**src/rtl/mul_seq_booth.sv**
```systemverilog
// mul_seq_booth: iterative Booth multiplier with a start/busy/ready handshake.
// Produces the exact 2*WIDTH-bit product of two WIDTH-bit operands. Each
// operation is signed or unsigned, selected by `sign` together with `start`.
// Optional macro MUL_SEQ_BOOTH_RADIX4_EN selects radix-4 (modified) Booth
// recoding, which retires two multiplier bits per cycle. When the macro is
// undefined the design uses radix-2 recoding and retires one bit per cycle.
module mul_seq_booth #(
  parameter int WIDTH = 8
) (
  input  logic               clk,
  input  logic               clrn,
  input  logic               start,
  input  logic               sign,
  input  logic [WIDTH-1:0]   a,
  input  logic [WIDTH-1:0]   b,
  output logic               busy,
  output logic               ready,
  output logic [2*WIDTH-1:0] z
);

`ifdef MUL_SEQ_BOOTH_RADIX4_EN
  localparam int SH = 2;          // multiplier bits retired per iteration
  localparam int EW = WIDTH + 2;  // extended operand width (even, so EW/2 steps)
`else
  localparam int SH = 1;
  localparam int EW = WIDTH + 1;
`endif
  localparam int N  = EW / SH;          // iteration count
  localparam int AW = EW + 2;           // accumulator has headroom for the +/-2A step
  localparam int CW = $clog2(N + 1);

  typedef enum logic {IDLE, CALC} state_t;

  state_t          state;
  logic [CW-1:0]   cnt;
  logic [AW-1:0]   ma;    // extended multiplicand
  logic [AW-1:0]   acc;   // upper half of the running product
  logic [EW-1:0]   mq;    // multiplier, shifted out as product bits shift in
  logic            qm1;   // Booth look-behind bit

  logic [AW-1:0]   pp;
  logic [AW-1:0]   sum;
  logic [AW-1:0]   acc_n;
  logic [EW-1:0]   mq_n;
  logic            qm1_n;

  // One Booth step: select the partial product, add it, then shift
  // {acc, mq, qm1} arithmetically right by SH bits.
  always_comb begin
    pp = '0;
`ifdef MUL_SEQ_BOOTH_RADIX4_EN
    case ({mq[1:0], qm1})
      3'b001, 3'b010: pp = ma;
      3'b011:         pp = ma << 1;
      3'b100:         pp = -(ma << 1);
      3'b101, 3'b110: pp = -ma;
      default:        pp = '0;
    endcase
`else
    case ({mq[0], qm1})
      2'b01:   pp = ma;
      2'b10:   pp = -ma;
      default: pp = '0;
    endcase
`endif
    sum   = acc + pp;
    acc_n = {{SH{sum[AW-1]}}, sum[AW-1:SH]};
    mq_n  = {sum[SH-1:0], mq[EW-1:SH]};
    qm1_n = mq[SH-1];
  end

  // Control FSM and datapath registers. Operands are extended once at
  // acceptance so that unsigned values become non-negative signed values
  // and one signed Booth datapath serves both modes.
  always_ff @(posedge clk) begin
    if (!clrn) begin
      state <= IDLE;
      cnt   <= '0;
      busy  <= 1'b0;
      ready <= 1'b0;
      z     <= '0;
      ma    <= '0;
      acc   <= '0;
      mq    <= '0;
      qm1   <= 1'b0;
    end else begin
      ready <= 1'b0;
      case (state)
        IDLE: begin
          if (start) begin
            ma    <= {{(AW-WIDTH){sign & a[WIDTH-1]}}, a};
            mq    <= {{(EW-WIDTH){sign & b[WIDTH-1]}}, b};
            acc   <= '0;
            qm1   <= 1'b0;
            cnt   <= '0;
            busy  <= 1'b1;
            state <= CALC;
          end
        end
        CALC: begin
          acc <= acc_n;
          mq  <= mq_n;
          qm1 <= qm1_n;
          cnt <= cnt + 1'b1;
          if (cnt == CW'(N - 1)) begin
            // The low 2*WIDTH bits of {acc, mq} are the exact product.
            z     <= {acc_n[2*WIDTH-EW-1:0], mq_n};
            ready <= 1'b1;
            busy  <= 1'b0;
            cnt   <= '0;
            state <= IDLE;
          end
        end
        default: state <= IDLE;
      endcase
    end
  end

endmodule

```
**config.mk**
```make
export PLATFORM = sky130hd
export DESIGN_NAME = mul_seq_booth
export DESIGN_NICKNAME = d
export VERILOG_FILES = /design/src/rtl/mul_seq_booth.sv
export SDC_FILE = /design/constraint.sdc
export NUM_CORES = 1
export LEC_CHECK = 0
export ABC_AREA = 1
export BUFFER_PORTS_ARGS = -buffer_cell sky130_fd_sc_hd__buf_2
export CAP_MARGIN = 20
export CORE_MARGIN = 2
export CORE_UTILIZATION = 50
export CTS_BUF_LIST = sky130_fd_sc_hd__clkbuf_4
export DETAILED_ROUTE_END_ITERATION = 8
export GPL_TIMING_DRIVEN = 0
export PLACE_DENSITY = 0.71
export SYNTH_ARGS = -nofsm -noshare
export SYNTH_HDL_FRONTEND = slang
export SYNTH_SLANG_ARGS = --single-unit
```
**constraint.sdc**
```tcl
create_clock -name clk -period 7.2 [get_ports clk]
set_clock_uncertainty 0.2 [all_clocks]
set_input_delay 1.08 -clock clk [delete_from_list [all_inputs] [get_ports clk]]
set_output_delay 1.08 -clock clk [all_outputs]
set_load 0.02 [all_outputs]
```
==> results, run 1 <==
- Synthesis produced a netlist with a net count of 427.
- The worst setup path is launched from a register.
- The relative slew slack is around 60%.
- For the pin with the worst max-slew slack, the measured transition is 0.605 ns.
- The area growth from synthesis to layout is 11.7%.
- The clock buffer count from CTS is 5.
- The maximum clock path buffer count is 2.
- TritonCTS built the clock tree.
- The max-capacitance violation count is 0.
- Setup violations remaining at the end of the flow were counted as 0.
- The commonest cells after synthesis are sky130_fd_sc_hd__nand2_1, sky130_fd_sc_hd__dfxtp_1, sky130_fd_sc_hd__inv_1.
- The total number of nets in the final design is 470.
- The overall via count from detail_route is 2564.
- After layout, the minimum clock period comes to ~2.8 ns.
- The maximum net fanout on the critical path is 9.
- The number of antenna violations at the first check in global routing came to 0.
- The final hold violation count is 0.
- The floorplan step set the die width to 78.5 um.
- Walking the worst path, the cells encountered are inv_1 > ha_1 > buf_2 > inv_1 > nand3_1 > o311ai_0 > ha_1 > nand2_1 > inv_1 > a21oi_1 > nand3_1 > inv_1 > nand3_1 > nand3_1 > a21oi_1.
- The count of mapped cells out of synthesis is 391.
- Setup repair after global routing left no endpoint under its margin.
- For this run the aggregate overflow at the end of global routing stands at 0.
- The critical path is of the register to register type.
- The Yosys step of the flow raised 0 warnings.
- The final critical path takes up 38.8% of the cycle.
- The final antenna-violating net count is 0.
- Counting flops with a built-in enable in the synthesized netlist gives 0.
- The clock sink count is 52.
- The root buffer cell is sky130_fd_sc_hd__clkbuf_4.
- Sequential elements use a little under two fifths of the synthesized area.
- Summed over all cells, the static leakage comes to between 0.001 and 0.0015 uW.
- The first global-routing pass estimated 10100 um of wire.
- The count of input and output buffers is 36.
- The fraction of layout instances using a drive strength above 1 is 16.1%.
- Of all cell types, the one taking the most synthesized area is sky130_fd_sc_hd__dfxtp_1.
- For the worst setup path, the data arrival time is 2.85 ns.
- The path class of the tightest hold or removal check is register to register.
- The routability congestion estimate is a little under 0.9.
- The mean instance size in the synthesized netlist is 7.09 sq um.
- The deepest level of the CTS H-tree is 2.
- The buffers inserted during post-CTS setup optimization is 0.
- The number of placement rows is 27.
- The synthesized cell area is 0.00277 sq mm.
- The source-to-sink clock delay at the later pin of the worst-skew pair is 0.37 ns.
- The register bit total from synthesis is 52.
- The post-cts gate resize count is 0.
- After clock tree synthesis, the flow added hold-fix buffers numbering 0.
- The sum of negative setup slack is 0 ns.
- The critical path data required time is roughly 7.3 ns.
- The final-report max-slew violation count was 0.
- The worst setup slack before clock tree synthesis is 4.38 ns.
- The floorplan step defined a die boundary enclosing 0.00616 sq mm.
- The number of remaining DRC errors is 0.
- The critical path's largest stage delay is 0.38 ns.
- The number of diodes added for antenna fixing is 0.
- By area the synthesized netlist is led by sky130_fd_sc_hd__dfxtp_1, sky130_fd_sc_hd__nand2_1, sky130_fd_sc_hd__ha_1.
- The endpoint class of the critical path is a register.
- The flow ran to the end, and the final reports show no timing, DRC or antenna violations.
- The global router's overall resource usage is 20.8%.
- The library cell with the highest instance count after synthesis is sky130_fd_sc_hd__nand2_1.
- The average via count per standard cell is around 5.1.
- After clock tree synthesis, the clock-pin slew on the worst setup and hold paths is 0.15 ns.
- The synthesized design devotes to its leading area cell type 37.5% of total area.
- Before antenna repair, the detailed router went through 4 iterations.
- For this configuration, the core starts out at a cell density of 51.0%.
- Cells fill 57.0% of the core in the end.
- For this design the ratio of total power to cell area is 163 mW/mm^2.
- The leading register cell type out of synthesis is sky130_fd_sc_hd__dfxtp_1.
- The peak supply drop is around 130 uV.
- After layout, the design draws a total of roughly 500 uW.
- 38 I/O pins were placed.
- Yosys mapped the design onto 37 distinct sky130hd cell types.
- The average wire per standard cell is 12.4 um.
- Timing would allow up to 358 MHz.
- The area of the placeable core is 0.00544 sq mm.
- The floorplan step set the die height to 78.5 um.
- Entering global routing, the biggest net connects 17 pins.
- The routed design has 6260 um of wire.
- In the post-route analysis, the smallest setup slack over all paths is 4.41 ns.
- The async set-reset flop share out of synthesis is 0%.
- The via count of the first global-routing pass is 2225.
- On the critical path, the stage with the largest delay is an instance of sky130_fd_sc_hd__dfxtp_1.
- The HPWL after detailed placement is 4700 um.
- For this block, the initial DRC count from the detailed router was 176.
[where the power goes]
| group | internal, uW | switching (uW) |
|---|---|---|
| clock | 38.0 | 95.0 |
| combinational | 23.9 | 43.4 |
| sequential | 296 | 7.44 |
| total | 358 | 146 |
[path summary, 6_finish.rpt]
check / startpoint / to / slack, ns / cells after the start
hold reg to reg: z[14] / z[14] / 0.26 / 2
setup / recovery: mq[0] / acc[9] / 4.41 / 15
setup reg to reg: mq[0] / acc[9] / 4.41 / 15
hold / removal: z[14] / z[14] / 0.26 / 2
[placed cells by master (no fill, tap or decap), types with 8 or more instances in the layout]
| cell type | netlist | routed |
|---|---|---|
| sky130_fd_sc_hd__nand2_1 | 108 | 108 |
| sky130_fd_sc_hd__dfxtp_1 | 52 | 52 |
| sky130_fd_sc_hd__buf_2 | 6 | 42 |
| sky130_fd_sc_hd__inv_1 | 41 | 41 |
| sky130_fd_sc_hd__a21oi_1 | 35 | 35 |
| sky130_fd_sc_hd__nor2_1 | 35 | 35 |
| sky130_fd_sc_hd__nand3_1 | 23 | 23 |
| sky130_fd_sc_hd__ha_1 | 15 | 15 |
| sky130_fd_sc_hd__o21ai_1 | 12 | 12 |
| sky130_fd_sc_hd__o21ai_0 | 11 | 11 |
| sky130_fd_sc_hd__inv_2 | 8 | 8 |
[kinds of logic after synthesis]
kind of cell	count (synthesis)	synth area share, %
xor+xnor	6	1.90
fa+ha+maj	16	7.49
buf+inv	61	9.34
flops	52	37.5
simple gates	180	27.7
compound gates	76	16.0
[routing by layer]
layer	up-vias	wire length (um)	track usage, %
met5	-	0	0
met2	65	2870	34.2
met3	9	335	3.68
met1	1137	2970	27.7
met4	0	89	6.49
li1	1353	-	-
[worst max-delay path: cells and delay by family (launching register included)]
family                     cells  cell delay, ns
AOI/OAI and AO/OA              3            0.58
buffers and inverters          5            0.47
and+or+nand+nor                5            0.41
adders and majority gates      2            0.63
DFF                            1            0.38
[sequential cells by signal, indices dropped and copies added, names as in the netlist]
register  count
acc          10
busy          1
cnt           4
ma            9
mq            9
qm1           1
ready         1
state         1
z            16
[metrics by stage]
step	instance area [sq um]	hold WS (ns)	instances
CTS	3100	0.267	507
floorplan	2770	0.244	391
global placement	3040	0.236	499
detailed placement	3040	0.243	499
finish	3100	0.262	507
global route	3100	0.286	507
[layout make-up]
class	count	area, sq um
Buffer	12	75.1
Clock buffer	5	37.5
Clock inverter	3	17.5
Fill cell	532	2340
Inverter	49	184
Multi-Input combinational cell	278	1470
Sequential cell	52	1040
Tap cell	72	90.1
Timing Repair Buffer	36	180
Note: power is estimated with default switching activity, not from simulation.
==> inputs of run 2 (changes only) <==
Clock period 7.2 ns to 2.73 ns, I/O delays scaled along.
==> results, run 2 (synthesized netlist as in run 1, its figures left out) <==
- The max-capacitance violation count is 0.
- The later pin in the worst-skew pair is clocked with a latency of 0.38 ns.
- The critical path data required time is 2.86 ns.
- The global-route layer with the greatest usage is met2.
- The die area is 0.00616 sq mm.
- After clock tree synthesis, the clock-pin slew on the worst setup and hold paths is 0.16 ns.
- Detailed placement finished with a half-perimeter wire length of 4700 um.
- The slew at the pin closest to its max-slew limit is roughly 0.63 ns.
- The number of antenna violations at the first check in global routing is 0.
- Internal power comes to between 900 and 1000 uW.
- Measured along the y axis, the die boundary spans 78.5 um.
- The final-report max-slew violation count is 0.
- Pin placement for this block handled 38 I/O pins.
- The top register by number of flip-flops is z.
- Setup violations remaining at the end of the flow were counted as 0.
- The area of the placeable core is 0.00544 sq mm.
- For this design the ratio of total power to cell area is roughly 420 mW/mm^2.
- The leading cell type in the layout, fill and taps excluded is sky130_fd_sc_hd__nand2_1.
- The number of clock buffers added by TritonCTS is 5.
- Dividing the detail-routed wire length by the instance count gives between 10 and 15 um.
- In this run the power spent charging and discharging nets is 399 uW.
- Once placement finished, the instance area stood at a little over 0.003 sq mm.
- Of the available clock period, the critical path in the final layout requires 96.0%.
- Entering global routing, the biggest net connects 17 pins.
- The top cell types in the final layout, fill and taps aside, are sky130_fd_sc_hd__nand2_1, sky130_fd_sc_hd__dfxtp_1, sky130_fd_sc_hd__inv_1.
- The clock drives 52 sinks.
- The number of diodes added for antenna fixing is 0.
- The average via count per standard cell is 5.06.
- After routing, the total negative slack on setup checks comes to 0 ns.
- The root buffer cell is sky130_fd_sc_hd__clkbuf_4.
- Of all nets on the critical path, the largest fanout is 9.
- The flow ran to the end, and the final reports show no timing, DRC or antenna violations.
- In the post-route analysis, the smallest setup slack over all paths is around 0.11 ns.
- The finished cells cover ~0.0033 sq mm.
- Detailed routing inserted a total of roughly 2.6k vias.
- The number of flip-flops under the largest register name is 16.
- The clock passes through at most 2 buffers.
- The peak supply drop is 345 uV.
- The share of total power dissipated in sequential elements is 59.3%.
- Traced cell by cell, the critical path runs through inv_1 > ha_1 > buf_4 > nor2_4 > nor2_1 > o21ai_0 > a21oi_1 > ha_1 > nand2_1 > nand2_1 > o21bai_2 > xnor2_2 > or2_1 > a21oi_2.
- The worst setup path is launched from a register.
- The starting DRC count in detailed routing is 150.
- The area growth from synthesis to layout is 17.6%.
- Timing would allow up to 381 MHz.
- Global routing consumed, over all layers together, between 20% and 30% of the routing resources.
- At the end of routability-driven placement, the weighted congestion stood at about 0.89.
- After global routing the overflow that remains totals 0.
- The worst hold path belongs to the class input port to register.
- The H-tree was split into 2 levels.
- The first global-routing pass estimated 10200 um of wire.
- The fraction of layout instances using a drive strength above 1 is 23.1%.
- STA classifies the critical path endpoint as a register.
- The shortest clock period the worst path allows after layout is 2.62 ns.
- For this run, the slowest stage of the critical path takes 0.36 ns.
- The via count of the first global-routing pass is 2225.
- The relative slew slack is about 58%.
- Measured along the x axis, the die boundary spans ~78 um.
- The number of remaining DRC errors is 0.
- The first detailed-routing pass ran for 5 iterations.
- For this design, the slowest cell found on the critical path is sky130_fd_sc_hd__dfxtp_2.
- Of the total power, the clock network draws between 20% and 30%.
- Hold repair after CTS inserted 0 buffers.
- Of the total power, the share spent switching nets is 29.5%.
- The final hold violation count is 0.
- For this configuration, the core starts out at a cell density of between 50% and 60%.
- In the final layout, the multi-input gates occupy between 0.0015 and 0.002 sq mm.
- The type of the worst setup path is register to register.
- Summed over all cells, the static leakage comes to around 0.0015 uW.
- In the final layout, flip-flops and latches occupy around 0.0010 sq mm.
- Before CTS, the worst setup slack after placement is -0.0948 ns.
- The number of placement rows is 27.
- In the final layout, the registers with the most flip-flops are z x16, acc x10.
- STA puts the critical path data arrival time at ~2.8 ns.
- The global routing met2 resource utilization is 34.3%.
- The part of the power in combinational logic is 14.6%.
- In this run the remaining antenna-violating nets after routing total 0.
- TritonCTS built the clock tree.
- The total of fill cells in the finished design is 525.
- The sum of routed wire length over all layers is 6550 um.
- Global routing consumed, on the met3 layer, under 10% of the routing resources.
- During placement, the flow inserted port buffers numbering 36.
- The met1 track demand over resource in global routing is between 20% and 30%.
- The total number of nets in the final design is 473.
==> run 2: cell count changes in the layout (fill, tap and decap cells not counted), sizes merged <==
cell    before  now
buf         47   49
clkbuf       6    7
==> run 2: layout make-up <==
type | instances | area share (%)
Timing Repair Buffer | 39 | 6.22
Clock inverter | 3 | 0.537
Multi-Input combinational cell | 278 | 48.9
Clock buffer | 5 | 1.15
Buffer | 12 | 2.65
Inverter | 49 | 5.64
Sequential cell | 52 | 32.1
Tap cell | 72 | 2.76
==> run 2: metrics by stage <==
stage / hold WS (ns) / power (uW) / util, % / instances
after CTS: 0.0576 / 1350 / 57.1 / 507
after floorplan: 0.244 / 940 / - / 391
after global routing: 0.0855 / 1420 / 59.9 / 510
after global placement: 0.236 / 991 / 55.9 / 499
final: 0.0752 / 1350 / 59.9 / 510
after detailed placement: 0.243 / 994 / 55.9 / 499
==> run 2: final timing paths <==
kind | start | slack [ns] | cells after the start | to
worst min-delay path | a[7] | 0.08 | 3 | ma[7]
worst min register to register | z[14] | 0.26 | 2 | z[14]
worst max-delay path | mq[0] | 0.11 | 14 | acc[3]
worst max register to register | mq[0] | 0.11 | 14 | acc[3]
==> run 2: critical path, delay by kind of cell, from the launching register on <==
kind	cells	cell delay, ns
xor gates and xnor gates	1	0.16
adders and majority gates	2	0.46
and+or+nand+nor	5	0.53
DFF	1	0.36
AOI/OAI and AO/OA	4	0.61
buffers and inverters	2	0.28
==> run 2: power by group through the flow <==
| stage | Sequential [uW] | Clock (uW) | Combinational (uW) |
|---|---|---|---|
| global route | 807 | 388 | 221 |
| detailed placement | 818 | 0 | 176 |
| floorplan | 815 | 0 | 125 |
| global placement | 817 | 0 | 174 |
| finish | 803 | 353 | 198 |
| CTS | 802 | 368 | 178 |
==> run 2: metal layers <==
metal,wire length (um),vias to the layer above
met1,3010,1169
met2,3190,46
met5,0,-
li1,-,1361
met3,274,7
met4,72,0
==> run 2: timing repair <==
action                     CTS  global route
resized for setup            2            36
setup endpoints to repair    2            10
buffers inserted             0             3
pin swaps                    1             9
==> inputs of run 3 (changes only) <==
Settings changed: CORE_MARGIN 2 to not set, RECOVER_POWER set to 25.
==> results, run 3 (synthesized netlist as in run 1, its figures left out) <==
- The flow ran to the end, and the final reports show no timing, DRC or antenna violations.
- For this design, the CTS-stage hold fixing added 0 buffers.
- The horizontal die dimension is 76.5 um.
- Per report_power, the clock group accounts for between 30% and 40% of the total.
- In the post-route analysis, the smallest setup slack over all paths is 0.171 ns.
- The final antenna-violating net count is 0.
- The top register by number of flip-flops is z.
- In this run the cell area measured after placement is 0.00304 sq mm.
- The detailed router placed 2547 vias in this run.
- The library cell used most frequently in the layout, excluding fill and tap cells, is sky130_fd_sc_hd__nand2_1.
- The average wire per standard cell is between 10 and 15 um.
- In this run the worst path has a maximum fanout of 9.
- The largest registers in the layout are z x16, acc x10.
- The clock reaches the later pin of the worst-skew pair after 0.37 ns.
- The fraction of layout instances using a drive strength above 1 is 20.7%.
- The number of buffer and inverter instances along the worst setup path is 2.
- The relative slew slack is 57.1%.
- The number of antenna diodes in the final layout is 0.
- The core region is ~0.0052 sq mm.
- The final critical path takes up 93.7% of the cycle.
- The root buffer cell is sky130_fd_sc_hd__clkbuf_4.
- The congestion estimate from routability-driven global placement came to 0.873.
- The post-layout instance area is 0.00320 sq mm.
- The routed design could run at a clock period as short as 2.56 ns.
- The total setup violations reported at the end of the flow is 0.
- The clock buffer count from CTS is 5.
- The critical path goes through inv_2 > ha_2 > buf_6 > nor2_4 > nor2_1 > o21ai_0 > a21oi_1 > ha_1 > nand2_1 > nand2_1 > o21bai_2 > xnor2_1 > or2_1 > a21oi_2.
- The switching power as a share of total power is between 20% and 30%.
- STA classifies the critical path endpoint as a register.
- The clock sink count is 52.
- The startpoint type of the worst setup path is a register.
- OpenSTA, run right after detailed placement, puts the worst setup slack at -0.0222 ns.
- The type of the worst setup path is register to register.
- The largest single stage delay on the critical path is roughly 0.36 ns.
- Global routing consumed, over all layers together, between 20% and 30% of the routing resources.
- The starting density of the core is 52.9%.
- The number of remaining DRC errors is 0.
- The gate family responsible for the most delay along the worst path is compound AO/OA/AOI/OAI gates.
- The first global-routing pass estimated 10500 um of wire.
- Sequential cells burn 55.7% of the power.
- The number of setup buffers added after CTS is 0.
- The pin count of the biggest net entering global routing is 16.
- After clock tree synthesis, the clock-pin slew on the worst setup and hold paths is 0.15 ns.
- TritonCTS built the clock tree.
- In this run the power density over the cells is between 400 and 500 mW/mm^2.
- The internal power of the cells totals 1050 uW.
- The max-capacitance violation count is 0.
- The utilization after layout is 61.1%.
- The die is 76.5 um tall.
- The sum of routed wire length over all layers is 6330 um.
- Among all stages on the critical path, the largest delay is contributed by sky130_fd_sc_hd__dfxtp_2.
- Combinational logic burns 13.1% of the power.
- The die area is 0.00585 sq mm.
- Input and output buffers added on the ports amount to 36.
- The analysis attributes to net switching a power of around 400 uW.
- The average via count per standard cell is 5.05.
- The via count of the first global-routing pass is around 2.3k.
- The overall overflow remaining after global route is 0.
- The critical path data required time is 2.85 ns.
- Data arrives at the worst endpoint at ~2.7 ns.
- Setup repair after global routing could not meet its margin everywhere.
- The register with the most flip-flops in the layout has 16 of them.
- Leaving out fill and tap cells, the most frequent cells in the layout are sky130_fd_sc_hd__nand2_1, sky130_fd_sc_hd__dfxtp_1, sky130_fd_sc_hd__inv_1.
- Summing internal, switching and leakage power gives 1440 uW.
- The net count of the finished layout is between 400 and 500.
- Timing would allow up to 391 MHz.
- The starting DRC count in detailed routing is between 100 and 150.
- The peak supply drop is 292 uV.
- 38 I/O pins were placed.
- The number of detailed-routing iterations run before antenna repair is 4.
- The final hold violation count is 0.
- The number of placement rows is 26.
- The type of the worst min-delay path is input port to register.
- In this run the static leakage power is 0.00147 uW.
- The area growth from synthesis to layout is 15.4%.
- The most numerous cell type found on the critical path is sky130_fd_sc_hd__nand2_1.
- The deepest level of the CTS H-tree is 2.
- The final-report max-slew violation count was 0.
- The number of antenna violations at the first check in global routing is 0.
- Once detailed placement completed, the half-perimeter wirelength came to 4710 um.
- The slew at the pin closest to its max-slew limit is between 0.6 and 0.7 ns.
- The maximum clock path buffer count is 2.
-- run 3: changes by cell type in the layout (fill, tap and decap cells not counted), moves of 2 or more --
cell	delta
sky130_fd_sc_hd__ha_4	-2
sky130_fd_sc_hd__nand3_2	-3
sky130_fd_sc_hd__buf_4	-3
sky130_fd_sc_hd__nand3_1	+3
sky130_fd_sc_hd__ha_2	+2
-- run 3: worst paths after layout --
path | slack, ns | startpoint | cells after the start | endpoint
worst max-delay path | 0.17 | mq[0] | 14 | acc[3]
worst min-delay path | 0.09 | a[7] | 3 | ma[7]
worst max register to register | 0.17 | mq[0] | 14 | acc[3]
worst min register to register | 0.26 | z[14] | 2 | z[14]
-- run 3: metal layers --
layer	vias to the layer above	share of wire (%)	track usage [%]
met1	1147	50	31.1
li1	1358	-	-
met4	0	1.5	7.50
met5	-	0	0
met2	35	46	34.9
met3	7	3.0	3.83
-- run 3: area by class of cell --
type                            instances  area, sq um
Clock buffer                            6         45.0
Tap cell                               70         87.6
Inverter                               49          184
Timing Repair Buffer                   36          180
Buffer                                 11         77.6
Fill cell                             532         2040
Sequential cell                        52         1040
Multi-Input combinational cell        278         1550
Clock inverter                          2         35.0
-- run 3: tightest hold or removal path, delay by kind of cell --
| kind | cells | cell delay (ns) |
|---|---|---|
| buffers and inverters | 1 | 0.11 |
| and+or+nand+nor | 1 | 0.06 |
| AOI/OAI and AO/OA | 1 | 0.05 |
-- run 3: repair_timing --
item | in CTS | in global routing
setup endpoints to repair | 3 | 10
gates resized for setup | 3 | 28
pin swaps | 0 | 8
-- run 3: power by group through the flow --
stage	clock [uW]	combinational, uW	sequential [uW]
final	450	189	804
after detailed placement	0	176	818
after floorplan	0	125	815
after global placement	0	174	818
after global routing	492	214	807
after CTS	465	177	802
-- run 3: through the flow --
stage / hold WS (ns) / TNS [ns] / cells
2_1_floorplan: 0.244 / 0 / 391
4_1_cts: 0.0699 / 0 / 505
6_report: 0.0891 / 0 / 504
3_5_place_dp: 0.236 / -0.0222 / 497
3_3_place_gp: 0.236 / -0.0277 / 497
5_1_grt: 0.0856 / -0.125 / 504
